[src/rtl/alu_serial_cmd_rx.sv]
// Serial command receiver: deserialises B/A/op packets, recomputes the x^4+x+1 CRC,
// classifies the command and holds the result in a one-entry valid/ready buffer.
module alu_serial_cmd_rx #(
  parameter logic [3:0] CRC_INIT  = 4'h0,
  parameter int         DATA_PKTS = 8
) (
  input  logic        clk,
  input  logic        rst,
  input  logic        sin,
  output logic        cmd_valid,
  input  logic        cmd_ready,
  output logic [31:0] cmd_b,
  output logic [31:0] cmd_a,
  output logic [2:0]  cmd_op,
  output logic [3:0]  cmd_crc,
  output logic [1:0]  cmd_status,
  output logic        overrun
);

  localparam int CNT_W = $clog2(DATA_PKTS + 1);

  typedef enum logic [1:0] {S_IDLE, S_TYPE, S_PAYLOAD, S_STOP} state_t;

  state_t           r_state;
  logic             r_type;
  logic [2:0]       r_bit_cnt;
  logic [7:0]       r_shift;
  logic [CNT_W-1:0] r_pkt_cnt;
  logic             r_ovf;
  logic [63:0]      r_data;
  logic [2:0]       r_op;
  logic [3:0]       r_crc_rx;
  logic [3:0]       r_crc;
  logic [3:0]       r_chk_crc;
  logic [2:0]       r_chk_cnt;
  logic             r_chk_derr;
  logic             r_done;
  logic [1:0]       r_done_st;

  logic [3:0]       w_chk_msg;
  logic             w_chk_bit;
  logic [3:0]       w_chk_fin;
  logic             w_full;
  logic [2:0]       w_slot;

  function automatic logic [3:0] crc_step(input logic [3:0] c, input logic b);
    logic fb;
    fb = c[3] ^ b;
    return {c[2:0], 1'b0} ^ (fb ? 4'b0011 : 4'b0000);
  endfunction

  // The tail {1'b1, op} is folded into a separate register so the next command's
  // payload bits can start accumulating in r_crc while the check is still running.
  assign w_chk_msg = {1'b1, r_op};
  assign w_chk_bit = w_chk_msg[2'(r_chk_cnt - 3'd1)];
  assign w_chk_fin = crc_step(r_chk_crc, w_chk_bit);
  assign w_full    = (r_pkt_cnt == CNT_W'(DATA_PKTS));
  assign w_slot    = 3'd7 - r_pkt_cnt[2:0];

  always_ff @(posedge clk or posedge rst) begin
    if (rst) begin
      r_state    <= S_IDLE;
      r_type     <= 1'b0;
      r_bit_cnt  <= 3'd0;
      r_shift    <= 8'd0;
      r_pkt_cnt  <= '0;
      r_ovf      <= 1'b0;
      r_data     <= 64'd0;
      r_op       <= 3'd0;
      r_crc_rx   <= 4'd0;
      r_crc      <= CRC_INIT;
      r_chk_crc  <= CRC_INIT;
      r_chk_cnt  <= 3'd0;
      r_chk_derr <= 1'b0;
      r_done     <= 1'b0;
      r_done_st  <= 2'b00;
    end else begin
      r_done <= 1'b0;
      if (r_done) begin
        r_pkt_cnt <= '0;
        r_ovf     <= 1'b0;
        r_data    <= 64'd0;
        r_op      <= 3'd0;
        r_crc_rx  <= 4'd0;
      end

      if (r_chk_cnt != 3'd0) begin
        r_chk_crc <= w_chk_fin;
        r_chk_cnt <= r_chk_cnt - 3'd1;
        if (r_chk_cnt == 3'd1) begin
          r_done    <= 1'b1;
          r_done_st <= r_chk_derr ? 2'b10 : ((w_chk_fin == r_crc_rx) ? 2'b00 : 2'b01);
        end
      end

      case (r_state)
        S_IDLE: begin
          if (!sin) r_state <= S_TYPE;
        end
        S_TYPE: begin
          r_type    <= sin;
          r_bit_cnt <= 3'd0;
          r_state   <= S_PAYLOAD;
        end
        S_PAYLOAD: begin
          r_shift   <= {r_shift[6:0], sin};
          if (!r_type) r_crc <= crc_step(r_crc, sin);
          r_bit_cnt <= r_bit_cnt + 3'd1;
          if (r_bit_cnt == 3'd7) r_state <= S_STOP;
        end
        default: begin
          r_state <= S_IDLE;
          if (!sin) begin
            r_done    <= 1'b1;
            r_done_st <= 2'b11;
            r_crc     <= CRC_INIT;
          end else if (!r_type) begin
            if (!w_full) begin
              r_data[{w_slot, 3'b000} +: 8] <= r_shift;
              r_pkt_cnt                     <= r_pkt_cnt + CNT_W'(1);
            end else begin
              r_ovf <= 1'b1;
            end
          end else begin
            r_op       <= r_shift[6:4];
            r_crc_rx   <= r_shift[3:0];
            r_chk_crc  <= r_crc;
            r_crc      <= CRC_INIT;
            r_chk_cnt  <= 3'd4;
            r_chk_derr <= !w_full || r_ovf;
          end
        end
      endcase
    end
  end

  always_ff @(posedge clk or posedge rst) begin
    if (rst) begin
      cmd_valid  <= 1'b0;
      cmd_b      <= 32'd0;
      cmd_a      <= 32'd0;
      cmd_op     <= 3'd0;
      cmd_crc    <= 4'd0;
      cmd_status <= 2'b00;
      overrun    <= 1'b0;
    end else begin
      overrun <= 1'b0;
      if (r_done) begin
        if (!cmd_valid || cmd_ready) begin
          cmd_valid  <= 1'b1;
          cmd_b      <= r_data[63:32];
          cmd_a      <= r_data[31:0];
          cmd_op     <= r_op;
          cmd_crc    <= r_crc_rx;
          cmd_status <= r_done_st;
        end else begin
          overrun <= 1'b1;
        end
      end else if (cmd_valid && cmd_ready) begin
        cmd_valid <= 1'b0;
      end
    end
  end

endmodule
[config.mk]
export PLATFORM = sky130hd
export DESIGN_NAME = alu_serial_cmd_rx
export DESIGN_NICKNAME = d
export VERILOG_FILES = /design/src/rtl/alu_serial_cmd_rx.sv
export SDC_FILE = /design/constraint.sdc
export NUM_CORES = 1
export LEC_CHECK = 0
export ABC_CLOCK_PERIOD_IN_PS = 16200
export BUFFER_PORTS_ARGS = -buffer_cell sky130_fd_sc_hd__buf_2
export CORE_ASPECT_RATIO = 1.75
export CORE_MARGIN = 8
export CORE_UTILIZATION = 29
export CTS_CLUSTER_SIZE = 10
export DETAILED_ROUTE_END_ITERATION = 10
export PLACE_DENSITY = 0.46
export SETUP_SLACK_MARGIN = 0.05
export SYNTH_ARGS = -nofsm -noshare
export SYNTH_HDL_FRONTEND = slang
export SYNTH_SLANG_ARGS = --single-unit
[constraint.sdc]
create_clock -name clk -period 16.2 [get_ports clk]
set_clock_uncertainty 0.2 [all_clocks]
set_input_delay 2.43 -clock clk [delete_from_list [all_inputs] [get_ports clk]]
set_output_delay 2.43 -clock clk [all_outputs]
set_load 0.01 [all_outputs]
# Yosys cells after proc, flatten, opt, wreduce, memory -nomap -nowiden
# Index checks and enable logic that the tools add are counted.
dict set report word_totals {
  reg_bits 180
  in_bits 4
  out_inout_bits 75
  wordCells 122
}
dict set report op_classes {
  add_sub_neg 5
  n_lt_le_gt_ge 1
  n_eq_ne 11
  shifts 2
  mux 59
  n_bitwise 6
  reduce_logical 16
}
# op n
set ops {}
lappend ops {{two-way mux 64 bit} 5}
lappend ops {{bitwise mux 64 bit} 1}
lappend ops {{two-way mux 4 bit} 16}
lappend ops {{variable shift 8 x 8 -> 64 bit (first input constant)} 1}
lappend ops {{indexed part select 8 x 8 -> 64 bit} 1}
lappend ops {{two-way mux 3 bit} 8}
lappend ops {{two-way mux 2 bit} 9}
lappend ops {{two-way mux 1 bit} 16}
lappend ops {{negation 6 -> 8 bit} 1}
lappend ops {{case mux 4 bit (2 select lines)} 1}
lappend ops {{bitwise XOR 4 x 2 -> 4 bit} 2}
lappend ops {{inequality test 2 bit (second input constant)} 3}
lappend ops {{case mux 2 bit (3 select lines)} 1}
lappend ops {{case mux 3 bit (2 select lines)} 1}
lappend ops {{AND reduction 2 bit} 3}
lappend ops {{AND reduction 3 bit} 2}
lappend ops {{adder 4 x 1 -> 4 bit (second input constant)} 1}
lappend ops {{equality test 4 bit} 1}
lappend ops {{equality test 4 bit (second input constant)} 1}
lappend ops {{nonzero test 2 bit} 2}
lappend ops {{adder 3 x 1 -> 3 bit (second input constant)} 1}
lappend ops {{equality test 3 x 1 -> 1 bit (second input constant)} 1}
lappend ops {{equality test 3 bit (second input constant)} 1}
lappend ops {{less-than comparator 2 x 3 -> 1 bit (second input constant)} 1}
lappend ops {{16 further kinds} 20}

# Longest topological paths before layout
dict set report logic_depth {
  word_depth 13
  mapped_depth 8
  depth_no_buf 6
}

# Worst setup path before layout
# OpenSTA, ideal clock, no wires.
dict set report synth_path {
  path_kind {input -> register}
  from {input port sin}
  to {register r_data[0]}
  setup_time_ps 125
  arrival_time_ps 3556
  required_ps 15875
  setup_slack_ps 12319
  stages 6
  n_path_buf 2
  cell_sequence {buf_4 > nand3b_4 > nor3_2 > and3_1 > buf_2 > mux2_2}
}
dict set report synth_between {
  elab_chain_len 2
}
# item line
set synth_rtl {}
lappend synth_rtl {{from (decl)} 9} ;# input logic sin,
lappend synth_rtl {{two-way mux 64 bit} 113} ;# if (!sin) begin
lappend synth_rtl {{two-way mux 64 bit} 96} ;# case (r_state)
lappend synth_rtl {{to (signal, indexed assignment)} 119} ;# r_data[{w_slot, 3'b000} +: 8] <= r_shift;
lappend synth_rtl {{to (decl)} 30} ;# logic [63:0] r_data;
# Every way passes these cells.
# A chain may end at the register's enable or synchronous reset.

# Worst setup path in the final report
dict set report layout_path {
  from {input port sin}
  to {register r_data[53]}
}
# The elaborated chain is that of the path after synthesis.

==> impl_metrics.yaml <==
outcome:
  status: "finished clean"
run:
  maxCapViolations: 0
clocking:
  numCtsBuffers: 17
  post_cts_buffers: 0
  htree_num_levels: 4
  insertion_delay_ns: 0.44
  cts.clk_slew.worst_paths_ns: 0.07
  clk_root_buffer_cell: "clkbuf_16"
  cts.sinks: 180
  hold_buffers: 0
  cts_tree: "done"
  cts_resized: 0
  cts_buffer_depth: 2
synth:
  synthTopCellsByArea: "dfrtp_1, mux2_2, mux2i_1"
  synth_cells: 619
  yosysWarnings: 0
  synth_enable_flop_cells: 0
  synth_top_area_cell: "dfrtp_1"
  synth_ff_type: "dfrtp_1"
  synth_top_cell_area_share_pct: 58.46
  syn_nets: 636
  synth-async-reset-ratio_pct: 100.0
  syn-mean-instance-area_um2: 12.45
  ys_types: 51
  netlist_area_um2: 7705
  yosysSeqAreaShare_pct: 58.46
  ys_seq_elements: 180
worst_hold_path:
  hp-class: "flip-flop to flip-flop"
  whs_path_depth: 2
  holdCritStartpoint: "cmd_status[0]$_DFFE_PP0P_"
  holdPathEnd: "cmd_status[0]$_DFFE_PP0P_"
layout:
  area_growth_pct: 16.76
  layout_commonest_cell: "dfrtp_1"
  drive_gt1_share_pct: 32.34
  fin_cells: 1026
  fin_nets: 706
  mostFrequentLayoutCells: "dfrtp_1, mux2_2, nand2_1"
  fill_cells: 2611
  fin_area_um2: 8996
  n_antenna_cell: 0
setup_path:
  cpMaxStageDelayCell: "nor4b_2"
  worstPathRequired_ns: 16.36
  r2r_setup_slack_ns: 13.22
  critical_path_class: "input pin to flip-flop"
  rr_startpoint: "r_pkt_cnt[0]$_DFF_PP0_"
  arrival_ns: 4.27
  crit_path_cell_trace: "buf_2 > and3b_2 > nand3_4 > nor4b_2 > mux2i_1"
  path_delay_family: "simple AND/OR/NAND/NOR gates"
  reg2reg_depth: 5
  cp-end-kind: "flip-flop"
  setup.worst_path.start: "sin"
  worst_r2r_endpoint: "r_data[53]$_DFF_PP0_"
  critPathMaxStageDelay_ns: 0.97
  path_max_fanout: 10
  crit_buf_inv: 1
  cp-start-kind: "input pin"
global_route:
  grt_first_pass_wirelength_um: 30150
  antenna_found_initial: 0
  grt_pass1_vias: 5435
  track_usage_pct: 12.15
  overflow: 0
  grt_max_degree: 112
timing:
  setup_viol: 0
  slew-limit-headroom_pct: 22.60
  fin_crit_sh_pct: 25.38
  rsz0062_at_grt: "false"
  tns_ns: 0
  min_period_ns: 4.111
  max_freq_mhz: 243.3
  hold_violations: 0
  tightest_slew_ns: 1.158
  drv_slew: 0
route:
  post_drt_wl_per_cell_um: 17.82
  num_vias: 4786
  routed_wl_um: 18280
  drt_iter0_markers: 264
  drcViolationCount: 0
  viasPerCell: 4.665
  ant_nets: 0
  drt-pass1-iter-count: 4
placed_design:
  gp_congestion: 0.7553
  dp_hpwl_um: 13230
  portBuffers: 78
  dp.cells: 994
  placed_area_um2: 8383
power:
  ir_drop_uv: 71.99
  p_leak_nw: 4.562
  p_per_area_nw_per_um2: 155.4
floorplan:
  die_h_um: 231.6
  core_um2: 26390
  start_util_pct: 29.19
  ios: 79
  dieArea_um2: 32250
  num_rows: 79
  die_w_um: 139.2
## metal layers
metal / global-route usage (%) / vias to the layer above / wire length (um)
met3: 2.884 / 28 / 502
met5: 0 / - / 0
met4: 5.895 / 0 / 523
met1: 12.34 / 2406 / 6928
met2: 22.90 / 77 / 10330
li1: - / 2275 / -
## power breakdown
group	switching, mW	internal, mW	total (mW)
Clock	0.182	0.249	0.431
Combinational	0.220	0.146	0.366
Sequential	0.0790	0.522	0.601
## cells in the mapped netlist, drive strengths merged (2+ instances only)
| library cell | n |
|---|---|
| dfrtp | 180 |
| mux2 | 99 |
| nand2 | 92 |
| mux2i | 35 |
| o21ai | 28 |
| nand3 | 27 |
| nor2b | 22 |
| clkbuf | 16 |
| nor2 | 16 |
| buf | 14 |
| ha | 13 |
| inv | 13 |
| nor3 | 6 |
| a22o | 5 |
| and2b | 3 |
| nand2b | 3 |
| nand3b | 3 |
| nor4 | 3 |
| o2111a | 3 |
| or3 | 3 |
| xnor2 | 3 |
| xor2 | 3 |
| a211oi | 2 |
| a21oi | 2 |
| a31oi | 2 |
| a32o | 2 |
| and2 | 2 |
| and3 | 2 |
| and3b | 2 |
| nand4 | 2 |
| nor4b | 2 |
| o31ai | 2 |
| or2 | 2 |
| or3b | 2 |
## state kept, by name, indices dropped and copies added (netlist names), 8 cells and up
signal	count
r_shift	8
cmd_a	32
r_data	64
cmd_b	32
## worst max-delay path by stage
stage,endpoint,slack (ns),cells after the start
2_1_floorplan,cmd_a[0]$_DFFE_PP0P_,8.68,1
3_5_place_dp,r_data[53]$_DFF_PP0_,11.62,5
5_1_grt,r_data[4]$_DFF_PP0_,11.92,3
6_report,r_data[53]$_DFF_PP0_,12.09,5
4_1_cts,r_data[53]$_DFF_PP0_,12.09,5
3_3_place_gp,r_data[53]$_DFF_PP0_,11.70,5
## layout make-up
cell class                      instances  area (um^2)  share of cell area (%)
Clock inverter                         13        170.2                   1.892
Sequential cell                       180         4504                   50.07
Inverter                               14        57.56                  0.6398
Multi-Input combinational cell        395         3003                   33.38
Clock buffer                           19        442.9                   4.924
Tap cell                              324        405.4                   4.506
Timing Repair Buffer                   81        412.9                   4.590
## logic make-up after synthesis
| logic type | after synthesis | synth area share (%) |
|---|---|---|
| AND/OR/NAND/NOR | 193 | 12.96 |
| flip-flops | 180 | 58.46 |
| multiplexers | 134 | 19.02 |
| AO/OA/AOI/OAI | 49 | 4.092 |
| buffers and inverters | 44 | 2.679 |
| adder cells (fa/ha/maj) | 13 | 2.111 |
| XOR/XNOR | 6 | 0.6822 |
## worst min-delay path, delay by kind of cell (launching register included)
kind | cells | cell delay [ns]
flip-flops | 1 | 0.35
AO/OA/AOI/OAI | 1 | 0.06
AND/OR/NAND/NOR | 1 | 0.05
## metrics by stage
| step | hold WS [ns] | power, mW | util [%] | setup slack [ns] |
|---|---|---|---|---|
| detailed placement | 0.2836 | 0.9849 | 31.76 | 11.62 |
| CTS | 0.2994 | 1.424 | 34.09 | 12.09 |
| finish | 0.2936 | 1.398 | 34.09 | 12.09 |
| floorplan | 0.2394 | 0.8595 | - | 8.683 |
| global placement | 0.2862 | 0.9718 | 31.76 | 11.70 |
| global route | 0.3156 | 1.489 | 34.09 | 11.92 |
Note: power is estimated with default switching activity, not from simulation.
